--- src/rtl/stall_arbiter.sv ---
// stall_arbiter
// Merges two request channels into one registered downstream beat.
// Each channel buffers beats in its own 2-entry FIFO; a round-robin
// pointer picks between the surviving FIFO heads whenever the output
// register is free. A per-channel flush discards every beat of that
// channel carrying the flush ID: buffered entries, the beat being
// accepted this cycle, and a stalled output beat. Discarded beats are
// counted in a saturating 8-bit drop counter.
//
// Ports:
//   clk, reset                       clock, asynchronous active-high reset
//   in_address_N, in_id_N, in_valid_N  channel N request beat (N = 1, 2)
//   out_stall_N                      backpressure to channel N (FIFO full)
//   flush_N, flush_id_N              channel N flush request and target ID
//   out_address, out_id, out_valid   merged downstream beat
//   out_src                          0 = beat came from channel 1, 1 = channel 2
//   in_stall                         downstream backpressure
//   drop_count                       saturating count of flushed beats
//
// ADDRESS_WIDTH and ID_WIDTH are project-wide macros from defines.vh;
// the fallbacks below only apply when that header has not been seen.

`ifndef ADDRESS_WIDTH
`define ADDRESS_WIDTH 8
`endif
`ifndef ID_WIDTH
`define ID_WIDTH 8
`endif

module stall_arbiter (
    input  logic                      clk,
    input  logic                      reset,
    input  logic [`ADDRESS_WIDTH-1:0] in_address_1,
    input  logic [`ID_WIDTH-1:0]      in_id_1,
    input  logic                      in_valid_1,
    output logic                      out_stall_1,
    input  logic                      flush_1,
    input  logic [`ID_WIDTH-1:0]      flush_id_1,
    input  logic [`ADDRESS_WIDTH-1:0] in_address_2,
    input  logic [`ID_WIDTH-1:0]      in_id_2,
    input  logic                      in_valid_2,
    output logic                      out_stall_2,
    input  logic                      flush_2,
    input  logic [`ID_WIDTH-1:0]      flush_id_2,
    output logic [`ADDRESS_WIDTH-1:0] out_address,
    output logic [`ID_WIDTH-1:0]      out_id,
    output logic                      out_valid,
    output logic                      out_src,
    input  logic                      in_stall,
    output logic [7:0]                drop_count
);

    localparam int AW = `ADDRESS_WIDTH;
    localparam int IW = `ID_WIDTH;
    localparam int EW = AW + IW;

    // Saturating add of this cycle's drops onto the running count.
    function automatic logic [7:0] sat_add(input logic [7:0] a, input logic [3:0] b);
        logic [8:0] s;
        s = {1'b0, a} + {5'b0, b};
        return s[8] ? 8'hFF : s[7:0];
    endfunction

    // Per-channel views, index 0 = channel 1, index 1 = channel 2.
    // Entries are packed {address, id} so the id is the low field.
    logic [EW-1:0] in_beat  [2];
    logic          in_valid [2];
    logic          flush    [2];
    logic [IW-1:0] flush_id [2];

    logic [EW-1:0] fifo_q   [2][2];
    logic [EW-1:0] fifo_d   [2][2];
    logic [1:0]    count_q  [2];
    logic [1:0]    count_d  [2];
    logic          rr_q, rr_d;          // 0 = channel 1 has priority

    logic          hit0     [2];
    logic          hit1     [2];
    logic          keep0    [2];
    logic          keep1    [2];
    logic [1:0]    surv_cnt [2];
    logic [EW-1:0] surv     [2][2];
    logic          head_ok  [2];
    logic          accept   [2];
    logic          in_hit   [2];
    logic          push     [2];
    logic          pop      [2];
    logic [1:0]    rem_cnt  [2];
    logic [1:0]    ch_drops [2];

    logic          load, grant, gsel, out_hit;
    logic [3:0]    drop_now;

    logic                 out_valid_d, out_src_d;
    logic [AW-1:0]        out_address_d;
    logic [IW-1:0]        out_id_d;

    always_comb begin
        in_beat[0]  = {in_address_1, in_id_1};
        in_beat[1]  = {in_address_2, in_id_2};
        in_valid[0] = in_valid_1;
        in_valid[1] = in_valid_2;
        flush[0]    = flush_1;
        flush[1]    = flush_2;
        flush_id[0] = flush_id_1;
        flush_id[1] = flush_id_2;
    end

    assign out_stall_1 = (count_q[0] == 2'd2);
    assign out_stall_2 = (count_q[1] == 2'd2);

    always_comb begin
        // Flush filtering and compaction of the buffered entries; the
        // compacted head is what arbitration sees, so a flushed head is
        // never eligible.
        for (int c = 0; c < 2; c++) begin
            hit0[c]     = flush[c] && (fifo_q[c][0][IW-1:0] == flush_id[c]);
            hit1[c]     = flush[c] && (fifo_q[c][1][IW-1:0] == flush_id[c]);
            keep0[c]    = (count_q[c] != 2'd0) && !hit0[c];
            keep1[c]    = (count_q[c] == 2'd2) && !hit1[c];
            surv_cnt[c] = {1'b0, keep0[c]} + {1'b0, keep1[c]};
            surv[c][0]  = keep0[c] ? fifo_q[c][0] : fifo_q[c][1];
            surv[c][1]  = fifo_q[c][1];
            head_ok[c]  = (surv_cnt[c] != 2'd0);
            // Acceptance depends on the registered count only, so a
            // flush that frees space does not open the door this cycle.
            accept[c]   = in_valid[c] && (count_q[c] != 2'd2);
            in_hit[c]   = flush[c] && (in_beat[c][IW-1:0] == flush_id[c]);
            push[c]     = accept[c] && !in_hit[c];
            ch_drops[c] = {1'b0, (count_q[c] != 2'd0) && hit0[c]}
                        + {1'b0, (count_q[c] == 2'd2) && hit1[c]}
                        + {1'b0, accept[c] && in_hit[c]};
        end

        load  = !out_valid || !in_stall;
        grant = load && (head_ok[0] || head_ok[1]);
        gsel  = (head_ok[0] && head_ok[1]) ? rr_q : head_ok[1];

        for (int c = 0; c < 2; c++) begin
            pop[c]       = grant && (gsel == 1'(c));
            rem_cnt[c]   = surv_cnt[c] - {1'b0, pop[c]};
            fifo_d[c][0] = pop[c] ? surv[c][1] : surv[c][0];
            fifo_d[c][1] = surv[c][1];
            if (push[c]) begin
                if (rem_cnt[c] == 2'd0) fifo_d[c][0] = in_beat[c];
                else                    fifo_d[c][1] = in_beat[c];
            end
            count_d[c] = rem_cnt[c] + {1'b0, push[c]};
        end

        // A stalled output beat can only be flushed when no load happens,
        // which is guaranteed since load needs out_valid=0 or in_stall=0.
        out_hit = out_valid && in_stall && flush[out_src] && (out_id == flush_id[out_src]);

        drop_now = {2'b0, ch_drops[0]} + {2'b0, ch_drops[1]} + {3'b0, out_hit};

        out_valid_d   = out_valid;
        out_src_d     = out_src;
        out_address_d = out_address;
        out_id_d      = out_id;
        rr_d          = rr_q;
        if (grant) begin
            out_valid_d   = 1'b1;
            out_src_d     = gsel;
            out_address_d = surv[gsel][0][EW-1:IW];
            out_id_d      = surv[gsel][0][IW-1:0];
            rr_d          = ~gsel;
        end else if (load || out_hit) begin
            out_valid_d   = 1'b0;
        end
    end

    always_ff @(posedge clk or posedge reset) begin
        if (reset) begin
            count_q[0]  <= 2'd0;
            count_q[1]  <= 2'd0;
            rr_q        <= 1'b0;
            out_valid   <= 1'b0;
            out_src     <= 1'b0;
            out_address <= '0;
            out_id      <= '0;
            drop_count  <= 8'd0;
        end else begin
            count_q[0]  <= count_d[0];
            count_q[1]  <= count_d[1];
            rr_q        <= rr_d;
            out_valid   <= out_valid_d;
            out_src     <= out_src_d;
            out_address <= out_address_d;
            out_id      <= out_id_d;
            drop_count  <= sat_add(drop_count, drop_now);
        end
    end

    // FIFO storage is qualified by count, so it needs no reset.
    always_ff @(posedge clk) begin
        for (int c = 0; c < 2; c++) begin
            for (int e = 0; e < 2; e++) begin
                fifo_q[c][e] <= fifo_d[c][e];
            end
        end
    end

endmodule

--- config.mk ---
export PLATFORM = sky130hd
export DESIGN_NAME = stall_arbiter
export DESIGN_NICKNAME = d
export VERILOG_FILES = /design/src/rtl/stall_arbiter.sv
export SDC_FILE = /design/constraint.sdc
export NUM_CORES = 1
export LEC_CHECK = 0
export CORE_MARGIN = 2
export CORE_UTILIZATION = 45
export CTS_CLUSTER_DIAMETER = 120
export DETAILED_ROUTE_END_ITERATION = 8
export PLACE_DENSITY_LB_ADDON = 0.3
export SETUP_SLACK_MARGIN = 0.3
export SYNTH_ARGS = -nofsm -noshare
export SYNTH_HDL_FRONTEND = slang
export SYNTH_SLANG_ARGS = --single-unit
--- constraint.sdc ---
create_clock -name clk -period 6 [get_ports clk]
set_input_delay 1.2 -clock clk [delete_from_list [all_inputs] [get_ports clk]]
set_output_delay 1.2 -clock clk [all_outputs]
set_load 0.005 [all_outputs]
==> impl_metrics.ini, run 1 <==
[outcome]
status = finished clean

[min_path]
hold_path.class = flip-flop to flip-flop
min_from = out_address[4]$_DFFE_PP0P_

[setup_path]
reg2reg_slack_ns = 1.22
cp_data_arrival_time_ns = 5.69
r2r_cells = 15
worst-path-max-fanout = 4
r2r_end = drop_count[5]$_DFF_PP0_
critPathLaunchType = primary input
critPathKind = primary input to flip-flop
critPathRequiredTime_ns = 6.22
cp-end-kind = flip-flop
crit_start = flush_id_1[3]
rr_startpoint = out_src$_DFFE_PP0P_
endpoint = drop_count[5]$_DFF_PP0_

[drt]
wl_met3_mm = 1.05
wl_met1_mm = 5.98
first_iter_violations = 321
post_drt_wl_per_cell_um = 18.6
met2WireLength_mm = 6.54
first_pass_iters = 5
postRouteAntennaNets = 0
drcViolationCount = 0
totalWireLength_mm = 13.8
top_layer = met4
vias = 4359
vias_per_cell = 5.90

[clock_network]
cts_root_buffer = clkbuf_16
cts_made_buffers = 9
cts_setup_buffers = 0
cts.htree.levels = 3
cts_tree = built
insertion_delay_ns = 0.34
path_clk_slew_ns = 0.07
cts.sinks = 95
cts.path.max_buffers = 2

[layout]
syn2layout_area_growth_pct = 23.3
final_net_count = 666
drive_gt1_frac = 0.0738
antennaDiodeCount = 0

[timing]
period_needed_ns = 5.47
slew-limit-headroom = 0.434
fmax_mhz = 183
skew_ns = 0.00773
tightest_slew_ns = 0.848
tns_ns = 0
finalSetupViolCount = 0
fin_ws_ns = 0.530
rsz0062_at_grt = no
drv_slew = 0
finalCritPeriodShare = 0.912
hold_viol = 0

[synthesis]
synth_top_area_share = 0.183
syn_avg_cell_area_um2 = 10.2
yosysUniqueCellTypes = 44
ys_seq_area_frac = 0.452
synthDominantAreaCellType = edfxtp_1
synth_seq_cells = 95
mappedNetlistArea_um2 = 5260
syn_nets = 588
synth.top_cells.by_area = edfxtp_1 (18%), dfrtp_1 (15%), dfxtp_1 (12%)
yosysWarnings = 0
synth_cells = 514

[place]
pre_cts_slack_ns = 0.187
gp_congestion = 0.858
dp_hpwl_mm = 9.89
port_buffers = 82

[global_route]
grt_max_degree = 34
grt.overflow.total = 0
antenna_found_initial = 0
grt_pass1_wl_mm = 22.6
grt_pass1_vias = 4272
grt_usage = 0.225

[pwr]
power.static_leakage_nw = 2.52
powerDensity_nw_per_um2 = 591
ir_worst_vdd_mv = 0.352

[floorplanning]
dieArea_um2 = 12600
io_pins = 83
fp-row-count = 39
die_h_um = 112
initial_utilization = 0.460
coreArea_um2 = 11400
die_w_um = 112

[flow_run]
cap_viol_max_count = 0
## how the worst min path moves through the flow
stage,end,slack [ns],depth (start not counted)
2_1_floorplan,rr_q$_DFFE_PP0P_,0.46,2
3_3_place_gp,fifo_q[1][25]$_DFF_P_,0.48,2
3_5_place_dp,out_address[6]$_DFFE_PP0P_,0.48,2
4_1_cts,fifo_q[0][25]$_DFF_P_,0.49,2
5_1_grt,fifo_q[1][25]$_DFF_P_,0.51,2
6_report,out_address[4]$_DFFE_PP0P_,0.49,2
## layout make-up
class / count / area [µm²]
Sequential cell: 95 / 2380
Fill cell: 1009 / 4940
Multi-Input combinational cell: 369 / 2610
Clock buffer: 9 / 225
Inverter: 18 / 75.1
Clock inverter: 6 / 71.3
Tap cell: 143 / 179
Timing Repair Buffer: 99 / 948
## through the flow
step | area (µm²) | std cells | total power, W | utilization | hold WS (ns)
2_1_floorplan | 5260 | 514 | 0.00265 | - | 0.462
3_3_place_gp | 6180 | 724 | 0.00317 | 0.541 | 0.475
3_5_place_dp | 6180 | 724 | 0.00324 | 0.541 | 0.479
4_1_cts | 6480 | 739 | 0.00383 | 0.567 | 0.493
5_1_grt | 6480 | 739 | 0.00411 | 0.568 | 0.515
6_report | 6480 | 739 | 0.00383 | 0.568 | 0.492
## cell families (layout without fill, tap and decap cells)
| kind of cell | count (synthesis) | in the layout | synth area share |
|---|---|---|---|
| AND/OR/NAND/NOR | 148 | 148 | 0.141 |
| AO/OA/AOI/OAI | 105 | 105 | 0.133 |
| flip-flops | 95 | 95 | 0.452 |
| XOR/XNOR | 62 | 62 | 0.103 |
| buffers and inverters | 50 | 132 | 0.0528 |
| multiplexers | 35 | 35 | 0.0671 |
| adder cells (fa/ha/maj) | 19 | 19 | 0.0509 |
## worst max-delay path, cell delays in order
cell             delay [ns]
clkdlybuf4s50_1        0.64
xnor2_1                0.18
nand4_1                0.12
nor4_1                 0.31
nand3_1                0.14
nor2_1                 0.13
fa_1                   0.41
inv_1                  0.09
fa_1                   0.38
inv_1                  0.09
fa_1                   0.40
ha_1                   0.24
fa_1                   0.40
a21o_1                 0.19
a21oi_1                0.19
nor4b_1                0.11
or3b_2                 0.46
## cells in the mapped netlist, drive strengths merged
library cell and count:
a21o 3, a21oi 6, a311oi 1, a31oi 34
a32oi 7, and2 3, buf 21, clkbuf 11
clkinv 1, dfrtp 31, dfxtp 32, edfxtp 32
fa 4, ha 15, inv 17, mux2 2
mux2i 33, nand2 30, nand2b 3, nand3 47
nand4 7, nor2 5, nor2b 2, nor3 36
nor4 6, nor4b 1, o211ai 7, o21ai 34
o221ai 9, o31a 1, o31ai 2, o32a 1
or2 5, or3 2, or3b 1, xnor2 44
xor2 18
## metal layers
metal / vias up / GRT usage
li1: 2050 / -
met1: 2106 / 0.321
met2: 191 / 0.350
met3: 12 / 0.0486
met4: 0 / 0.0642
met5: - / 0
## cells in the final DEF, fill, tap and decap left out, types with 6 or more instances in the layout
cell             Yosys  layout
clkbuf_16            0       9
mux2i_1             33      33
nor4_1               6       6
inv_1               15      15
o21ai_0             33      33
o211ai_1             7       7
nand4_1              7       7
dfxtp_1             32      32
a21oi_1              6       6
xor2_1              18      18
buf_4                4      17
dfrtp_1             31      31
nand2_1             30      30
o221ai_1             9       9
a32oi_1              7       7
a31oi_1             34      34
ha_1                15      15
nand3_1             47      47
nor3_1              36      35
xnor2_1             44      44
edfxtp_1            32      32
clkdlybuf4s50_1      0      82
## report_power, final
group	switching, W	internal [W]
clock	0.000250	0.000324
combinational	0.00114	0.000822
sequential	0.000249	0.00105
total	0.00164	0.00219
## sequential cells by signal (all words and copies together), names as in the netlist
name and count:
count_q 4, fifo_q 64, rr_q 1, drop_count 8
out_id 8, out_address 8, out_valid 1, out_src 1
## timing repair
action | 4_1_cts | 5_1_grt
hold buffers | 0 | 0
resized for setup | 0 | 1
endpoints found under the setup margin | 0 | 1
hold endpoints to repair | 0 | 0
No activity file was read; power rests on OpenSTA's default activity.
==> run 2, diff against run 1 <==
GPL_ROUTABILITY_DRIVEN = 0   (was unset)
==> results of run 2 <==
The final DEF is identical to that of run 1; final timing and power are the same.
==> run 3, diff against run 2 <==
CORE_MARGIN = 4   (was 2)
PLACE_DENSITY_LB_ADDON = 0.05   (was 0.3)
==> impl_metrics.ini, run 3 (same netlist as run 1, synthesis figures left out) <==
[setup_path]
r2r_cells = 15
critPathRequiredTime_ns = 6.22
path_buf_inv = 3
critPathLaunchType = primary input
crit_start = flush_id_1[4]
worst-path-max-fanout = 4
critPathKind = primary input to flip-flop
cp-end-kind = flip-flop
slowest_stage = clkdlybuf4s50_1
cp_num_cells = 17
crit_family = adder cells
reg2reg_slack_ns = 1.24
crit_path_frequent_cell = fa_1
cp_data_arrival_time_ns = 5.65
slowest_delay_ns = 0.64
path_cells = clkdlybuf4s50_1 -> xnor2_1 -> nand4_1 -> nor4_1 -> nand3_1 -> nor2_1 -> fa_1 -> inv_1 -> fa_1 -> inv_1 -> fa_1 -> ha_1 -> fa_1 -> a21o_1 -> a21oi_1 -> nor4b_1 -> or3b_2
rr_startpoint = out_src$_DFFE_PP0P_

[layout]
syn2layout_area_growth_pct = 23.6
top_register = fifo_q
num-fill-cells = 1007
final_cells = 739
final_area_um2 = 6500
largest_register_ffs = 64
final_cell_mix = clkdlybuf4s50_1 (82), nand3_1 (47), xnor2_1 (44)
final_common_cell = clkdlybuf4s50_1
antennaDiodeCount = 0
final_net_count = 665
drive_gt1_frac = 0.0738

[timing]
finalSetupViolCount = 0
finalCritPeriodShare = 0.905
tightest_slew_ns = 0.890
rsz0062_at_grt = no
drv_slew = 0
tns_ns = 0
hold_viol = 0
fin_ws_ns = 0.570
fmax_mhz = 184
skew_ns = 0.00967
period_needed_ns = 5.43
slew-limit-headroom = 0.406

[floorplanning]
dieArea_um2 = 13500
initial_utilization = 0.460
die_h_um = 116
die_w_um = 116
coreArea_um2 = 11400
io_pins = 83
fp-row-count = 39

[global_route]
grt_pass1_wl_mm = 23.0
grt_pass1_vias = 4233
grt_usage = 0.221
antenna_found_initial = 0
grt.overflow.total = 0
grt.met2_usage = 0.334
grt_most_used_layer = met2
grt_max_degree = 34
met1_usage = 0.326
use_met3 = 0.0303

[drt]
vias_per_cell = 5.74
postRouteAntennaNets = 0
post_drt_wl_per_cell_um = 19.6
drcViolationCount = 0
vias = 4240
totalWireLength_mm = 14.5
first_iter_violations = 274
first_pass_iters = 5

[min_path]
min_from = out_address[4]$_DFFE_PP0P_
min_path_cells = 2
hold_path.class = flip-flop to flip-flop

[clock_network]
cts.sinks = 95
cts_setup_buffers = 0
cts.htree.levels = 3
path_clk_slew_ns = 0.07
cts_tree = built
ctsHoldBuffers = 0
cts_root_buffer = clkbuf_16
insertion_delay_ns = 0.35
cts.path.max_buffers = 2
cts_made_buffers = 9

[place]
port_buffers = 82
dp.cells = 723
pre_cts_slack_ns = 0.220
dpl_cell_area_um2 = 6170
dp_hpwl_mm = 10.1

[flow_run]
cap_viol_max_count = 0

[pwr]
ir_worst_vdd_mv = 0.714
powerDensity_nw_per_um2 = 598
power.static_leakage_nw = 2.53

[outcome]
status = finished clean
## run 3: metrics by stage
stage / total power, W / hold WS, ns / utilization
finish: 0.00389 / 0.488 / 0.569
global route: 0.00417 / 0.515 / 0.569
CTS: 0.00390 / 0.491 / 0.568
detailed placement: 0.00327 / 0.478 / 0.541
global placement: 0.00322 / 0.474 / 0.541
floorplan: 0.00265 / 0.462 / -
## run 3: cell type report
| type | instances | area, µm² | area share |
|---|---|---|---|
| clock inverters | 6 | 77.6 | 0.0119 |
| clock buffers | 10 | 239 | 0.0368 |
| flip-flops and latches | 95 | 2380 | 0.366 |
| inverters | 18 | 75.1 | 0.0116 |
| repair buffers | 98 | 941 | 0.145 |
| multi-input cells | 369 | 2610 | 0.401 |
| well taps | 143 | 179 | 0.0275 |
## run 3: power breakdown
group          total (W)  switching, W  internal (W)
registers        0.00129      0.000247       0.00105
logic            0.00198       0.00116      0.000818
clock network   0.000610      0.000268      0.000342
total            0.00389       0.00168       0.00221
## run 3: final timing paths
path / endpoint
setup / recovery: drop_count[5]$_DFF_PP0_
hold / removal: out_address[4]$_DFFE_PP0P_
setup reg to reg: drop_count[5]$_DFF_PP0_
hold reg to reg: out_address[4]$_DFFE_PP0P_
max in group asynchronous: out_address[7]$_DFFE_PP0P_
min in group asynchronous: count_q[1]$_DFF_PP0_
## run 3: per-layer routing
metal  share of wire  vias to the layer above
li1                -                     2046
met5               0                        -
met1            0.47                     2054
met4           0.017                        0
met3           0.053                       18
met2            0.46                      122
## run 3: worst reg2reg max path: stages (launching register included)
cell	delay, ns
dfrtp_1	0.70
mux2i_1	0.27
xor2_1	0.17
nand4_1	0.11
nor3_1	0.35
fa_1	0.47
inv_1	0.09
fa_1	0.39
inv_1	0.09
fa_1	0.40
ha_1	0.24
fa_1	0.40
a21o_1	0.19
a21oi_1	0.20
nor4b_1	0.11
or3b_2	0.47
## run 3: timing repair
item	in CTS	in global routing
endpoints found under the hold margin	0	0
resized for setup	0	1
setup endpoints to repair	0	1
